<file path="config.mk">
export PLATFORM = sky130hd
export DESIGN_NAME = muldiv_hilo
export DESIGN_NICKNAME = d
export VERILOG_FILES = /design/src/rtl/muldiv_pkg.sv /design/src/rtl/muldiv_step.sv /design/src/rtl/muldiv_hilo.sv
export SDC_FILE = /design/constraint.sdc
export NUM_CORES = 1
export LEC_CHECK = 0
export BUFFER_PORTS_ARGS = -buffer_cell sky130_fd_sc_hd__buf_4
export CAP_MARGIN = 10
export CORE_MARGIN = 3
export CORE_UTILIZATION = 33
export CTS_BUF_LIST = sky130_fd_sc_hd__clkbuf_16
export CTS_CLUSTER_SIZE = 16
export DETAILED_ROUTE_END_ITERATION = 10
export MAX_ROUTING_LAYER = met4
export SLEW_MARGIN = 5
export SYNTH_ARGS = -nofsm -noshare
export SYNTH_HDL_FRONTEND = slang
export SYNTH_SLANG_ARGS = --single-unit
</file>
<file path="constraint.sdc">
create_clock -name clk -period 3.9 [get_ports clk]
set_input_delay 0.78 -clock clk [delete_from_list [all_inputs] [get_ports clk]]
set_output_delay 0.78 -clock clk [all_outputs]
set_load 0.02 [all_outputs]
</file>
<file path="src/rtl/muldiv_pkg.sv">
// Shared encodings for the iterative multiply/divide unit and its HI/LO register pair.
package muldiv_pkg;

  localparam int MD_WIDTH = 32;

  typedef enum logic [2:0] {
    MD_MULT  = 3'd0,
    MD_MULTU = 3'd1,
    MD_DIV   = 3'd2,
    MD_DIVU  = 3'd3,
    MD_MTHI  = 3'd4,
    MD_MTLO  = 3'd5
  } md_op_e;

  typedef enum logic [1:0] {
    IDLE = 2'd0,
    CALC = 2'd1,
    FIX  = 2'd2
  } md_state_e;

  function automatic logic md_is_signed(input logic [2:0] op);
    return (op == MD_MULT) || (op == MD_DIV);
  endfunction

  function automatic logic md_is_div(input logic [2:0] op);
    return (op == MD_DIV) || (op == MD_DIVU);
  endfunction

endpackage

</file>
<file path="src/rtl/muldiv_step.sv">
// One iteration of the shared datapath: shift-add multiply or restoring-divide step.
// acc holds {upper product, multiplier} when multiplying, {remainder, dividend/quotient} when dividing.
module muldiv_step
  import muldiv_pkg::*;
#(
  parameter int WIDTH = MD_WIDTH
) (
  input  logic               div_mode,
  input  logic [2*WIDTH-1:0] acc,
  input  logic [WIDTH-1:0]   b,
  output logic [2*WIDTH-1:0] acc_next
);

  logic [WIDTH:0]   sum;
  logic [WIDTH:0]   shifted;
  logic [WIDTH-1:0] diff;
  logic             fits;

  always_comb begin
    sum      = {1'b0, acc[2*WIDTH-1:WIDTH]} + (acc[0] ? {1'b0, b} : {(WIDTH+1){1'b0}});
    // Partial remainder (WIDTH+1 bits) with the next dividend bit shifted in.
    shifted  = acc[2*WIDTH-1:WIDTH-1];
    fits     = (shifted >= {1'b0, b});
    // When the trial subtract succeeds the true difference is below b, so WIDTH bits suffice.
    diff     = shifted[WIDTH-1:0] - b;
    acc_next = {sum, acc[WIDTH-1:1]};
    if (div_mode) begin
      if (fits) begin
        acc_next = {diff, acc[WIDTH-2:0], 1'b1};
      end else begin
        acc_next = {shifted[WIDTH-1:0], acc[WIDTH-2:0], 1'b0};
      end
    end
  end

endmodule

</file>
<file path="src/rtl/muldiv_hilo.sv">
// Iterative multiply/divide unit owning the HI/LO pair; one bit per cycle, then a sign-fix cycle.
module muldiv_hilo
  import muldiv_pkg::*;
#(
  parameter int WIDTH = MD_WIDTH
) (
  input  logic             clk,
  input  logic             rst,
  input  logic             start,
  input  logic [2:0]       op,
  input  logic [WIDTH-1:0] x,
  input  logic [WIDTH-1:0] y,
  output logic             busy,
  output logic             done,
  output logic [WIDTH-1:0] hi,
  output logic [WIDTH-1:0] lo
);

  localparam int            CW       = $clog2(WIDTH);
  localparam logic [CW-1:0] CNT_LAST = CW'(WIDTH - 1);

  md_state_e          state_reg;
  logic               busy_reg;
  logic               done_reg;
  logic               is_div_reg;
  logic               neg_lo_reg;
  logic               neg_hi_reg;
  logic [CW-1:0]      cnt_reg;
  logic [2*WIDTH-1:0] acc_reg;
  logic [2*WIDTH-1:0] acc_next;
  logic [WIDTH-1:0]   b_reg;
  logic [WIDTH-1:0]   hi_reg;
  logic [WIDTH-1:0]   lo_reg;
  logic [WIDTH-1:0]   hi_next;
  logic [WIDTH-1:0]   lo_next;

  logic               x_neg;
  logic               y_neg;
  logic [WIDTH-1:0]   x_mag;
  logic [WIDTH-1:0]   y_mag;
  logic [2*WIDTH-1:0] prod;

  always_comb begin
    x_neg = md_is_signed(op) & x[WIDTH-1];
    y_neg = md_is_signed(op) & y[WIDTH-1];
    x_mag = x_neg ? -x : x;
    y_mag = y_neg ? -y : y;
  end

  muldiv_step #(
    .WIDTH(WIDTH)
  ) u_step (
    .div_mode(is_div_reg),
    .acc     (acc_reg),
    .b       (b_reg),
    .acc_next(acc_next)
  );

  // Sign fix applied in FIX; the divide flags already exclude the divide-by-zero quotient.
  always_comb begin
    prod    = neg_lo_reg ? -acc_reg : acc_reg;
    lo_next = prod[WIDTH-1:0];
    hi_next = prod[2*WIDTH-1:WIDTH];
    if (is_div_reg) begin
      lo_next = neg_lo_reg ? -acc_reg[WIDTH-1:0] : acc_reg[WIDTH-1:0];
      hi_next = neg_hi_reg ? -acc_reg[2*WIDTH-1:WIDTH] : acc_reg[2*WIDTH-1:WIDTH];
    end
  end

  always_ff @(posedge clk) begin
    if (rst) begin
      state_reg  <= IDLE;
      busy_reg   <= 1'b0;
      done_reg   <= 1'b0;
      is_div_reg <= 1'b0;
      neg_lo_reg <= 1'b0;
      neg_hi_reg <= 1'b0;
      cnt_reg    <= '0;
      acc_reg    <= '0;
      b_reg      <= '0;
      hi_reg     <= '0;
      lo_reg     <= '0;
    end else begin
      done_reg <= 1'b0;
      case (state_reg)
        IDLE: begin
          if (start) begin
            case (op)
              MD_MULT, MD_MULTU, MD_DIV, MD_DIVU: begin
                state_reg  <= CALC;
                busy_reg   <= 1'b1;
                cnt_reg    <= '0;
                is_div_reg <= md_is_div(op);
                if (md_is_div(op)) begin
                  acc_reg    <= {{WIDTH{1'b0}}, x_mag};
                  b_reg      <= y_mag;
                  neg_lo_reg <= (x_neg ^ y_neg) && (y != '0);
                  neg_hi_reg <= x_neg;
                end else begin
                  acc_reg    <= {{WIDTH{1'b0}}, y_mag};
                  b_reg      <= x_mag;
                  neg_lo_reg <= x_neg ^ y_neg;
                  neg_hi_reg <= 1'b0;
                end
              end
              MD_MTHI: hi_reg <= x;
              MD_MTLO: lo_reg <= x;
              default: ;
            endcase
          end
        end
        CALC: begin
          acc_reg <= acc_next;
          cnt_reg <= cnt_reg + 1'b1;
          if (cnt_reg == CNT_LAST) begin
            state_reg <= FIX;
          end
        end
        FIX: begin
          hi_reg    <= hi_next;
          lo_reg    <= lo_next;
          done_reg  <= 1'b1;
          busy_reg  <= 1'b0;
          state_reg <= IDLE;
        end
        default: begin
          state_reg <= IDLE;
          busy_reg  <= 1'b0;
        end
      endcase
    end
  end

  assign busy = busy_reg;
  assign done = done_reg;
  assign hi   = hi_reg;
  assign lo   = lo_reg;

endmodule

</file>
==> impl_metrics.prom <==
# TYPE chip_impl_metric gauge
chip_impl_metric{name="final.setup.worst_slack",unit="ps"} 184
chip_impl_metric{name="number_of_max_slew_violations_in_the_final_report",unit=""} 0
chip_impl_info{name="reg2reg_to",value="acc_reg[47]$_SDFFE_PP0P_"} 1
chip_impl_metric{name="placed_area",unit="mm^2"} 0.0168
chip_impl_info{name="setup.worst_path.end_class",value="flip-flop"} 1
chip_impl_metric{name="path_clk_slew",unit="ps"} 70
chip_impl_metric{name="cts.htree.levels",unit=""} 4
chip_impl_metric{name="numClockSinks",unit=""} 172
chip_impl_metric{name="first_iter_violations",unit=""} 1860
chip_impl_metric{name="post_synth_edffs",unit=""} 0
chip_impl_info{name="synth_largest_area_cell",value="sky130_fd_sc_hd__dfxtp_1"} 1
chip_impl_metric{name="cts_buffers",unit=""} 17
chip_impl_metric{name="postRouteWirelength",unit="um"} 63800
chip_impl_metric{name="synth.cell_area",unit="mm^2"} 0.0149
chip_impl_info{name="worstReg2RegStart",value="acc_reg[39]$_SDFFE_PP0P_"} 1
chip_impl_metric{name="ys_async_sr_fraction",unit="%"} 0
chip_impl_metric{name="place_congestion",unit=""} 0.983
chip_impl_metric{name="setup.reg_to_reg.worst_slack",unit="ps"} 180
chip_impl_metric{name="whs",unit="ps"} 465
chip_impl_metric{name="yosysSeqAreaShare",unit="%"} 23.0
chip_impl_metric{name="r2r.worst_path.cells",unit=""} 10
chip_impl_metric{name="hold_violations",unit=""} 0
chip_impl_metric{name="largest_register_ff_count",unit=""} 64
chip_impl_info{name="synth.cells.most_frequent",value="sky130_fd_sc_hd__nor2_1, sky130_fd_sc_hd__dfxtp_1, sky130_fd_sc_hd__nand2_1"} 1
chip_impl_metric{name="coreArea",unit="mm^2"} 0.0445
chip_impl_metric{name="number_of_global_route_vias_before_repair",unit=""} 14900
chip_impl_metric{name="worst_ir_drop_vdd",unit="mV"} 0.329
chip_impl_metric{name="placementRows",unit=""} 77
chip_impl_metric{name="ys_seq_elements",unit=""} 172
chip_impl_metric{name="power",unit="mW"} 5.05
chip_impl_metric{name="detailed_place_hpwl",unit="um"} 49800
chip_impl_metric{name="cts-hold-fix-buffers",unit=""} 0
chip_impl_metric{name="die_footprint",unit="mm^2"} 0.0479
chip_impl_metric{name="route.detailed.drc",unit=""} 0
chip_impl_metric{name="antenna_violations_before_repair",unit=""} 0
chip_impl_metric{name="grt_pass1_wl",unit="um"} 94800
chip_impl_metric{name="count_of_buffers_from_port_buffering",unit=""} 135
chip_impl_metric{name="relSlewSlack",unit="%"} 24.4
chip_impl_metric{name="worst-path-max-fanout",unit=""} 14
chip_impl_info{name="min_from",value="b_reg[24]$_SDFFE_PP0P_"} 1
chip_impl_metric{name="synth.yosys.warnings",unit=""} 0
chip_impl_metric{name="layout-drive-gt1-share",unit="%"} 14.8
chip_impl_metric{name="i_o_pins",unit=""} 136
chip_impl_metric{name="globalRouteTotalUtil",unit="%"} 26.6
chip_impl_metric{name="power.static_leakage",unit="nW"} 7.10
chip_impl_metric{name="max_freq",unit="MHz"} 269
chip_impl_metric{name="post-cts-setup-buffer-count",unit=""} 0
chip_impl_metric{name="min_path_cells",unit=""} 2
chip_impl_metric{name="wl_per_cell",unit="um"} 24.0
chip_impl_info{name="synth_ff_type",value="sky130_fd_sc_hd__dfxtp_1"} 1
chip_impl_info{name="tritoncts_clock_tree",value="built"} 1
chip_impl_info{name="worst_min_delay_path_endpoint",value="b_reg[24]$_SDFFE_PP0P_"} 1
chip_impl_metric{name="ys_types",unit=""} 85
chip_impl_metric{name="vias_per_cell",unit=""} 6.05
chip_impl_metric{name="worst-slew-pin-transition",unit="ps"} 1130
chip_impl_info{name="setup.worst_path.start_class",value="flip-flop"} 1
chip_impl_metric{name="timing.critical_path.arrival",unit="ps"} 4020
chip_impl_metric{name="worstSkewPairLatency",unit="ps"} 460
chip_impl_metric{name="area.growth.synth_to_final",unit="%"} 16.2
chip_impl_metric{name="num_antenna_cells",unit=""} 0
chip_impl_metric{name="clock_tree.buffer_depth",unit=""} 2
chip_impl_metric{name="final_cell_area",unit="mm^2"} 0.0174
chip_impl_metric{name="fin_worst_skew",unit="ps"} 19.6
chip_impl_metric{name="route.vias.total",unit=""} 16100
chip_impl_metric{name="avgSynthCellArea",unit="um^2"} 7.65
chip_impl_info{name="rsz0062_at_grt",value="false"} 1
chip_impl_metric{name="die_height",unit="um"} 219
chip_impl_metric{name="post-synth-top-area-fraction",unit="%"} 23.0
chip_impl_metric{name="final_period_minus_worst_setup_slack",unit="ps"} 3720
chip_impl_metric{name="max_cap_violations",unit=""} 0
chip_impl_metric{name="synthCells",unit=""} 1954
chip_impl_metric{name="setup-violations-final",unit=""} 0
chip_impl_metric{name="start_util",unit="%"} 33.6
chip_impl_info{name="yosys-top-cells-area",value="sky130_fd_sc_hd__dfxtp_1, sky130_fd_sc_hd__mux2i_1, sky130_fd_sc_hd__nor2_1"} 1
chip_impl_metric{name="antenna_left",unit=""} 0
chip_impl_metric{name="power_density",unit="mW/mm^2"} 291
chip_impl_info{name="hold_path.class",value="reg2reg"} 1
chip_impl_metric{name="die_x",unit="um"} 219
chip_impl_info{name="crit_type",value="reg2reg"} 1
chip_impl_metric{name="syn-num-nets",unit=""} 2096
chip_impl_metric{name="pre_cts_ws",unit="ps"} 271
chip_impl_metric{name="fillers",unit=""} 4635
chip_impl_metric{name="globalRoute.totalOverflow",unit=""} 0
chip_impl_metric{name="fin_tns_setup",unit="ps"} 0
chip_impl_metric{name="design.final.nets",unit=""} 2194
chip_impl_metric{name="cts.repair.resized",unit=""} 0
chip_impl_info{name="synth.most_common_cell",value="sky130_fd_sc_hd__nor2_1"} 1
chip_impl_metric{name="critPathRequiredTime",unit="ps"} 4210
chip_impl_info{name="status",value="completed"} 1
chip_impl_info{name="cts_root_buffer",value="sky130_fd_sc_hd__clkbuf_16"} 1
chip_impl_metric{name="detailed_routing_iteration_count_for_the_pre_antenna_repair_pass",unit=""} 5
chip_impl_metric{name="grt_start_max_net_pins",unit=""} 80
chip_impl_metric{name="timing.final.crit_share",unit="%"} 95.3
==> worst max path at each step <==
stage | startpoint | endpoint | slack (ps) | cells after the start
5_1_grt | acc_reg[58]$_SDFFE_PP0P_ | acc_reg[61]$_SDFFE_PP0P_ | 110 | 10
3_3_place_gp | acc_reg[60]$_SDFFE_PP0P_ | acc_reg[61]$_SDFFE_PP0P_ | 260 | 10
6_report | acc_reg[39]$_SDFFE_PP0P_ | acc_reg[47]$_SDFFE_PP0P_ | 180 | 10
2_1_floorplan | acc_reg[0]$_SDFFE_PP0P_ | acc_reg[61]$_SDFFE_PP0P_ | 910 | 12
3_5_place_dp | acc_reg[60]$_SDFFE_PP0P_ | acc_reg[61]$_SDFFE_PP0P_ | 270 | 10
4_1_cts | acc_reg[60]$_SDFFE_PP0P_ | acc_reg[61]$_SDFFE_PP0P_ | 250 | 10
==> stage by stage <==
stage               util [%]  cells
floorplan                  -   1954
global placement        37.8   2625
CTS                     39.0   2655
detailed placement      37.8   2625
finish                  39.0   2655
global route            39.0   2655
==> worst max-delay path, cell delays in order (launching register included) <==
cell and delay, ps:
sky130_fd_sc_hd__dfxtp_1 580, sky130_fd_sc_hd__ha_1 410, sky130_fd_sc_hd__a21o_1 200, sky130_fd_sc_hd__a31o_2 230
sky130_fd_sc_hd__a211oi_1 400, sky130_fd_sc_hd__nand2_1 250, sky130_fd_sc_hd__a221oi_2 750, sky130_fd_sc_hd__buf_4 360
sky130_fd_sc_hd__nor2_1 80, sky130_fd_sc_hd__a21oi_1 170, sky130_fd_sc_hd__o221ai_1 130
==> final cells by class <==
type	count	area, um^2	area share [%]
Multi-Input combinational cell	1585	10800	62.0
Tap cell	592	741	4.27
Clock inverter	13	120	0.692
Sequential cell	172	3440	19.8
Timing Repair Buffer	213	1620	9.35
Clock buffer	17	425	2.45
Inverter	63	236	1.36
==> metal layers <==
| metal | track usage (%) | vias up | wire (um) |
|---|---|---|---|
| li1 | - | 7478 | - |
| met1 | 36.2 | 7738 | 28400 |
| met2 | 40.0 | 748 | 27900 |
| met3 | 4.43 | 110 | 5220 |
| met4 | 9.22 | 0 | 2330 |
| met5 | - | - | 0 |
==> logic make-up (layout without fill, tap and decap cells) <==
group | after synthesis | count (layout) | share of synthesized area [%]
multiplexers | 110 | 110 | 7.44
adder cells (fa/ha/maj) | 72 | 72 | 6.13
flip-flops | 172 | 172 | 23.0
AO/OA/AOI/OAI | 617 | 617 | 28.5
buffers and inverters | 197 | 306 | 5.16
XOR/XNOR | 164 | 164 | 9.61
AND/OR/NAND/NOR | 622 | 622 | 20.1
==> report_power, final <==
group          switching [mW]  total, mW  internal, mW
combinational           0.918       1.43         0.512
clock                   0.826       1.70         0.879
sequential             0.0871       1.92          1.83
==> cells in the final DEF, fill, tap and decap left out, drive strengths merged, types with 10 or more instances in the layout <==
cell	count
clkbuf	17
a21oi	120
dfxtp	172
a31oi	22
nor2b	13
o221ai	14
xor2	74
o31ai	21
ha	70
nand4	16
o41ai	24
or3	19
inv	66
mux2i	102
a21o	26
and2	10
a221oi	20
nor2	246
nor3	50
nor4	16
a211oi	109
o21a	10
o21ai	117
o211ai	30
nand2	130
or4	25
nand2b	19
nand3	34
xnor2	90
a22oi	15
buf	213
and3	18
o22ai	17
Power figures use the tool's default switching activity.
